[config.mk]
export PLATFORM = sky130hd
export DESIGN_NAME = cordic_prerotate_flat
export DESIGN_NICKNAME = d
export VERILOG_FILES = /design/src/rtl/cordic_prerotate_if.sv /design/src/rtl/cordic_prerotate.sv /design/src/flat_wrapper.sv
export SDC_FILE = /design/constraint.sdc
export NUM_CORES = 1
export LEC_CHECK = 0
export CORE_ASPECT_RATIO = 0.6
export CORE_MARGIN = 2
export CORE_UTILIZATION = 35
export DETAILED_ROUTE_END_ITERATION = 8
export GPL_ROUTABILITY_DRIVEN = 0
export GPL_TIMING_DRIVEN = 1
export HOLD_SLACK_MARGIN = 0.02
export RECOVER_POWER = 50
export SETUP_SLACK_MARGIN = 0.02
export SLEW_MARGIN = 10
export SYNTH_ARGS = -nofsm -noshare
export SYNTH_HDL_FRONTEND = slang
export SYNTH_SLANG_ARGS = --single-unit
[constraint.sdc]
create_clock -name clk -period 3.39 [get_ports clk]
set_clock_uncertainty 0.05 [all_clocks]
set_input_delay 0.339 -clock clk [delete_from_list [all_inputs] [get_ports clk]]
set_output_delay 0.339 -clock clk [all_outputs]
set_load 0.01 [all_outputs]
[src/rtl/cordic_prerotate_if.sv]
// Sample stream into and out of the CORDIC pre-rotation block, with valid/ready on both sides.
interface cordic_prerotate_if #(
  parameter int DATA_WIDTH = 16
);
  logic                         in_valid;
  logic                         in_ready;
  logic signed [DATA_WIDTH-1:0] xi;
  logic signed [DATA_WIDTH-1:0] yi;
  logic signed [DATA_WIDTH-1:0] zi;
  logic                         out_valid;
  logic                         out_ready;
  logic signed [DATA_WIDTH-1:0] xo;
  logic signed [DATA_WIDTH-1:0] yo;
  logic signed [DATA_WIDTH-1:0] zo;
  logic [1:0]                   qo;

  modport slave (
    input  in_valid, xi, yi, zi, out_ready,
    output in_ready, out_valid, xo, yo, zo, qo
  );

  modport master (
    output in_valid, xi, yi, zi, out_ready,
    input  in_ready, out_valid, xo, yo, zo, qo
  );
endinterface

[src/rtl/cordic_prerotate.sv]
// Folds a full-circle angle into [-pi/2,+pi/2] by +/-pi/2 vector rotation; optional gain stage via CORDIC_PREROTATE_GAIN_COMP_EN.
// Latency 2 cycles (3 with gain stage); a full pipeline with out_ready low holds every sample and deasserts in_ready.
module cordic_prerotate #(
  parameter int DATA_WIDTH = 16
) (
  input logic               clk,
  input logic               reset_n,
  cordic_prerotate_if.slave bus
);
  localparam int DW = DATA_WIDTH;
  localparam int ZW = DATA_WIDTH + 2;
  localparam int PI_2_I = int'(1.5707963267948966 * (2.0 ** (DW - 3)));

  localparam logic signed [ZW-1:0] PI_Z     = ZW'(2 * PI_2_I);
  localparam logic signed [DW-1:0] PI_2_D   = DW'(PI_2_I);
  localparam logic signed [DW-1:0] TWO_PI_D = DW'(4 * PI_2_I);
  localparam logic signed [DW-1:0] MAX_D    = {1'b0, {(DW-1){1'b1}}};
  localparam logic signed [DW-1:0] MIN_D    = {1'b1, {(DW-1){1'b0}}};

  function automatic logic signed [DW-1:0] neg_sat(input logic signed [DW-1:0] v);
    return (v == MIN_D) ? MAX_D : -v;
  endfunction

  logic                 s1_vld, s2_vld;
  logic                 s1_rdy, s2_rdy, down_rdy;
  logic signed [DW-1:0] s1_x, s1_y, s1_z;
  logic signed [DW-1:0] s2_x, s2_y, s2_z;
  logic [1:0]           s2_q;

  // Compare in two extra bits so out-of-range angles are detected without overflow;
  // the wrapped result always fits DW bits, so the subtraction itself can stay narrow.
  logic signed [ZW-1:0] zi_e;
  logic signed [DW-1:0] z_wrap;
  assign zi_e = {{2{bus.zi[DW-1]}}, bus.zi};

  always_comb begin
    z_wrap = bus.zi;
    if (zi_e > PI_Z)
      z_wrap = bus.zi - TWO_PI_D;
    else if (zi_e < -PI_Z)
      z_wrap = bus.zi + TWO_PI_D;
  end

  logic signed [DW-1:0] x2_n, y2_n, z2_n, z2_sh;
  logic [1:0]           q2_n;

  always_comb begin
    x2_n = s1_x;
    y2_n = s1_y;
    z2_n = s1_z;
    q2_n = 2'b00;
    if (s1_z > PI_2_D) begin
      x2_n = neg_sat(s1_y);
      y2_n = s1_x;
      z2_n = s1_z - PI_2_D;
      q2_n = 2'b01;
    end else if (s1_z < -PI_2_D) begin
      x2_n = s1_y;
      y2_n = neg_sat(s1_x);
      z2_n = s1_z + PI_2_D;
      q2_n = 2'b10;
    end
  end

  assign z2_sh  = z2_n <<< 1;
  assign s2_rdy = !s2_vld || down_rdy;
  assign s1_rdy = !s1_vld || s2_rdy;
  assign bus.in_ready = s1_rdy;

  always_ff @(posedge clk or negedge reset_n) begin
    if (!reset_n) begin
      s1_vld <= 1'b0;
      s1_x   <= '0;
      s1_y   <= '0;
      s1_z   <= '0;
    end else if (s1_rdy) begin
      s1_vld <= bus.in_valid;
      if (bus.in_valid) begin
        s1_x <= bus.xi;
        s1_y <= bus.yi;
        s1_z <= z_wrap;
      end
    end
  end

  always_ff @(posedge clk or negedge reset_n) begin
    if (!reset_n) begin
      s2_vld <= 1'b0;
      s2_x   <= '0;
      s2_y   <= '0;
      s2_z   <= '0;
      s2_q   <= '0;
    end else if (s2_rdy) begin
      s2_vld <= s1_vld;
      if (s1_vld) begin
        s2_x <= x2_n;
        s2_y <= y2_n;
        s2_z <= z2_sh;
        s2_q <= q2_n;
      end
    end
  end

`ifdef CORDIC_PREROTATE_GAIN_COMP_EN
  localparam int PW = 2 * DW;
  localparam logic signed [PW-1:0] GAIN = PW'(int'(0.607253 * (2.0 ** (DW - 1))));
  localparam logic signed [PW-1:0] RND  = PW'(2 ** (DW - 2));

  logic                 s3_vld, s3_rdy;
  logic signed [DW-1:0] s3_x, s3_y, s3_z;
  logic [1:0]           s3_q;
  logic signed [PW-1:0] x_ext, y_ext;

  assign x_ext    = {{DW{s2_x[DW-1]}}, s2_x};
  assign y_ext    = {{DW{s2_y[DW-1]}}, s2_y};
  assign s3_rdy   = !s3_vld || bus.out_ready;
  assign down_rdy = s3_rdy;

  always_ff @(posedge clk or negedge reset_n) begin
    if (!reset_n) begin
      s3_vld <= 1'b0;
      s3_x   <= '0;
      s3_y   <= '0;
      s3_z   <= '0;
      s3_q   <= '0;
    end else if (s3_rdy) begin
      s3_vld <= s2_vld;
      if (s2_vld) begin
        s3_x <= DW'((x_ext * GAIN + RND) >>> (DW - 1));
        s3_y <= DW'((y_ext * GAIN + RND) >>> (DW - 1));
        s3_z <= s2_z;
        s3_q <= s2_q;
      end
    end
  end

  assign bus.out_valid = s3_vld;
  assign bus.xo        = s3_x;
  assign bus.yo        = s3_y;
  assign bus.zo        = s3_z;
  assign bus.qo        = s3_q;
`else
  assign down_rdy      = bus.out_ready;
  assign bus.out_valid = s2_vld;
  assign bus.xo        = s2_x;
  assign bus.yo        = s2_y;
  assign bus.zo        = s2_z;
  assign bus.qo        = s2_q;
`endif
endmodule

[src/flat_wrapper.sv]
// flat-port wrapper written by rule: the top's interface ports become plain ports
module cordic_prerotate_flat 
#(
  parameter int DATA_WIDTH = 16
)
  (clk, reset_n, bus_in_valid, bus_xi, bus_yi, bus_zi, bus_out_ready, bus_in_ready, bus_out_valid, bus_xo, bus_yo, bus_zo, bus_qo);
  cordic_prerotate_if #(.DATA_WIDTH(DATA_WIDTH)) bus_i ();
  input logic clk;
  input logic reset_n;
  input wire logic [$bits(bus_i.in_valid)-1:0] bus_in_valid;
  input wire logic [$bits(bus_i.xi)-1:0] bus_xi;
  input wire logic [$bits(bus_i.yi)-1:0] bus_yi;
  input wire logic [$bits(bus_i.zi)-1:0] bus_zi;
  input wire logic [$bits(bus_i.out_ready)-1:0] bus_out_ready;
  output wire logic [$bits(bus_i.in_ready)-1:0] bus_in_ready;
  output wire logic [$bits(bus_i.out_valid)-1:0] bus_out_valid;
  output wire logic [$bits(bus_i.xo)-1:0] bus_xo;
  output wire logic [$bits(bus_i.yo)-1:0] bus_yo;
  output wire logic [$bits(bus_i.zo)-1:0] bus_zo;
  output wire logic [$bits(bus_i.qo)-1:0] bus_qo;
  assign bus_i.in_valid = bus_in_valid;
  assign bus_i.xi = bus_xi;
  assign bus_i.yi = bus_yi;
  assign bus_i.zi = bus_zi;
  assign bus_i.out_ready = bus_out_ready;
  assign bus_in_ready = bus_i.in_ready;
  assign bus_out_valid = bus_i.out_valid;
  assign bus_xo = bus_i.xo;
  assign bus_yo = bus_i.yo;
  assign bus_zo = bus_i.zo;
  assign bus_qo = bus_i.qo;
  cordic_prerotate #(.DATA_WIDTH(DATA_WIDTH)) u_core (.clk(clk), .reset_n(reset_n), .bus(bus_i));
endmodule
==> results_dict.tcl <==
set metrics [dict create \
    worst-path-buf-inv 1 \
    synth-warning-count 0 \
    ys_async_sr_fraction 1.00 \
    grt_first_pass_wirelength_um 28500 \
    report.final.hold_viol_count 0 \
    nets 792 \
    synthSimpleGateAreaFrac 0.189 \
    post-layout-total-power_mw 4.42 \
    post_route_cells_drive_above_1_share 0.109 \
    io_buffers 102 \
    yosys_most_used_dff "sky130_fd_sc_hd__dfrtp_1" \
    numClockSinks 99 \
    fmaxAchievable_ghz 0.321 \
    grt_setup_unrepaired "no" \
    synth.area.mux_share 0.0736 \
    holdCritPathClass "in -> async" \
    max-cap-violations 1 \
    floorplan.die.height_um 104 \
    remaining_drc_errors 0 \
    synth.top_cells.by_area "sky130_fd_sc_hd__dfrtp_1, sky130_fd_sc_hd__mux2_2, sky130_fd_sc_hd__nand2_1, sky130_fd_sc_hd__nor2_1, sky130_fd_sc_hd__a21oi_1" \
    antenna_found_initial 0 \
    setup.worst_path.end_class "flop" \
    worst_r2r_setup_slack_ns 0.27 \
    cts.path.max_buffers 2 \
    post_cts_resize_count 0 \
    wirelength_um 18000 \
    synth-edff-count 0 \
    htree_num_levels 3 \
    floorplan.initialDensity 0.357 \
    clk_pin_slew_ns 0.07 \
    finalSetupViolations 0 \
    clock_latency_late_sink_ns 0.35 \
    area_of_the_die_um2 17600 \
    cellLeakagePower_nw 2.85 \
    synth_nets 715 \
    crit_path_max_incr_delay_ns 0.59 \
    route.antenna.remaining_nets 0 \
    globalRouteTotalUtil 0.209 \
    ys_seq_elements 99 \
    post-synth-top-area-fraction 0.428 \
    finalWorstPathRequiredPeriod_ns 3.12 \
    syn_to_final_growth_pct 25.7 \
    syn-mean-instance-area_um2 8.83 \
    boundaryPins 104 \
    seq_area_frac_synth 0.428 \
    syn-instance-count 655 \
    synth_compound_gate_area_share 0.211 \
    clock_tree_from_tritoncts "done" \
    violated_checks "capacitance limit, slew limit" \
    design.core.area_um2 16200 \
    drt-vias-per-instance 5.66 \
    cts-buffers-inserted 9 \
    ctsRootBufferMaster "sky130_fd_sc_hd__clkbuf_16" \
    slew_violations 61 \
    worst_path_cell_chain "inv_1 -> ha_1 -> or3b_4 -> a2111oi_4 -> or3_1 -> nand2_1 -> o211ai_1 -> a31oi_1 -> a21o_1" \
    critPathRequiredTime_ns 3.58 \
    synth_area_um2 5780 \
    drt-pass1-iter-count 8 \
    synth_fa_ha_area_frac 0.0173 \
    antenna_cells 0 \
    worst_pin_slew_ns 1.53 \
    worst-endpoint-arrival_ns 3.31 \
    yosysMostFrequentCell "sky130_fd_sc_hd__dfrtp_1" \
    grt_overflow 0 \
    criticalPathCategory "reg -> reg" \
    fin_setup_tns_ns 0 \
    average_wire_per_standard_cell_um 19.0 \
    postCtsSetupBuffers 0 \
    slowest_stage "sky130_fd_sc_hd__or3_1" \
    max-vdd-ir-drop_v 0.000226 \
    routed-via-count 5355 \
    critPathLaunchType "flop" \
    grt_start_max_net_pins 61 \
    holdBufCountCts 0 \
    maximum_fanout_along_the_worst_path 15 \
    synthXorXnorAreaFrac 0.0318 \
    outcome "complete, but fails checks" \
    dp_hpwl_um 13500 \
    grt_pass1_vias 5102 \
    p_per_area_nw_per_um2 608 \
    dieWidth_um 170 \
    worst_slew_margin_rel -0.0214 \
    main_combinational_cell_family_by_area_after_synthesis "compound AO/OA/AOI/OAI gates" \
    min_period_over_period 0.920 \
    synthDominantAreaCellType "sky130_fd_sc_hd__dfrtp_1" \
    detail_route.iter0.violations 682 \
    standard_cell_row_count 36 \
    synth_cell_types 62 \
    top_family_by_delay_on_critical_path "simple AND/OR/NAND/NOR gates" \
    synth_common_cells "sky130_fd_sc_hd__dfrtp_1, sky130_fd_sc_hd__nand2_1, sky130_fd_sc_hd__nor2_1" \
    fillerInstances 1588 \
]
layout by cell type (no fill, tap or decap), types with 7 or more instances in the layout:
cell type,Yosys,routed
sky130_fd_sc_hd__nand2_1,80,79
sky130_fd_sc_hd__clkbuf_16,0,9
sky130_fd_sc_hd__inv_1,15,15
sky130_fd_sc_hd__ha_1,8,8
sky130_fd_sc_hd__nor4_1,7,7
sky130_fd_sc_hd__a31oi_1,24,24
sky130_fd_sc_hd__and3_1,7,7
sky130_fd_sc_hd__clkdlybuf4s50_1,0,84
sky130_fd_sc_hd__a21oi_1,39,38
sky130_fd_sc_hd__nand2b_1,8,8
sky130_fd_sc_hd__o21ai_1,39,39
sky130_fd_sc_hd__a211oi_1,8,8
sky130_fd_sc_hd__dlygate4sd3_1,0,17
sky130_fd_sc_hd__nor2_1,54,54
sky130_fd_sc_hd__dfrtp_1,99,99
sky130_fd_sc_hd__buf_4,3,12
sky130_fd_sc_hd__o21ai_0,33,33
sky130_fd_sc_hd__o22ai_1,11,11
sky130_fd_sc_hd__nor3_1,21,21
sky130_fd_sc_hd__xnor2_1,17,17
sky130_fd_sc_hd__nand3_1,10,10
sky130_fd_sc_hd__or3_1,7,7
sky130_fd_sc_hd__mux2_2,36,36
metrics by stage:
| step | cells | utilization | instance area [um2] | setup WS, ns | hold slack (ns) |
|---|---|---|---|---|---|
| 5_1_grt | 946 | 0.448 | 7270 | 0.110 | 0.444 |
| 3_5_place_dp | 930 | 0.430 | 6980 | 0.348 | 0.426 |
| 6_report | 946 | 0.448 | 7270 | 0.271 | 0.318 |
| 3_3_place_gp | 930 | 0.430 | 6980 | 0.467 | 0.411 |
| 4_1_cts | 946 | 0.449 | 7280 | 0.341 | 0.0526 |
| 2_1_floorplan | 655 | - | 5780 | 0.917 | -0.00659 |
worst register-to-register path, stage by stage (launching register included):
cell and delay [ns]:
sky130_fd_sc_hd__dfrtp_1 0.47, sky130_fd_sc_hd__inv_1 0.14, sky130_fd_sc_hd__ha_1 0.18, sky130_fd_sc_hd__or3b_4 0.41, sky130_fd_sc_hd__a2111oi_4 0.45, sky130_fd_sc_hd__or3_1 0.59
sky130_fd_sc_hd__nand2_1 0.25, sky130_fd_sc_hd__o211ai_1 0.16, sky130_fd_sc_hd__a31oi_1 0.12, sky130_fd_sc_hd__a21o_1 0.18
flip-flops by register name, summed over array words and instances, names as in the netlist:
name	cells
u_core.bus.xo	16
u_core.bus.yo	16
u_core.s1_x	16
u_core.s1_y	16
u_core.s1_z	16
u_core.bus.zo	15
u_core.bus.qo	2
u_core.bus.out_valid	1
u_core.s1_vld	1
cells by family (layout without fill, tap and decap cells):
group           after synthesis  in the layout
fa+ha+maj                     8              8
other cells                   1              1
buf+inv                      66            148
flops                        99             99
xor+xnor                     21             21
simple gates                226            226
compound gates              196            196
mux                          38             38
cell type report:
type	count	area [um2]	share of cell area
well taps	209	262	0.0360
repair buffers	117	1130	0.156
clock inverters	7	73.8	0.0102
inverters	15	56.3	0.00775
multi-input cells	490	3040	0.418
flip-flops and latches	99	2480	0.341
clock buffers	9	225	0.0310
report_power, final:
group	switching, mW	internal [mW]	leakage (nW)	total (mW)
Sequential	0.345	1.46	1.17	1.81
Combinational	0.799	0.766	1.53	1.57
Clock	0.470	0.578	0.147	1.05
routing by layer:
layer	vias up	GRT usage	wire, um
li1	2522	-	-
met2	287	0.255	6420
met5	-	0	0
met1	2532	0.350	9510
met3	14	0.0611	1940
met4	0	0.0433	142
worst paths after layout:
kind	from	end	cells after the start
setup / recovery	u_core.s1_z[2]	u_core.bus.xo[2]	9
hold / removal	reset_n	u_core.s1_x[15]	1
setup reg to reg	u_core.s1_z[2]	u_core.bus.xo[2]	9
hold reg to reg	u_core.bus.qo[1]	u_core.bus.qo[1]	2
max in group asynchronous	reset_n	u_core.bus.xo[6]	2
min in group clk	u_core.bus.qo[1]	u_core.bus.qo[1]	2
Note: power is estimated with default switching activity, not from simulation.
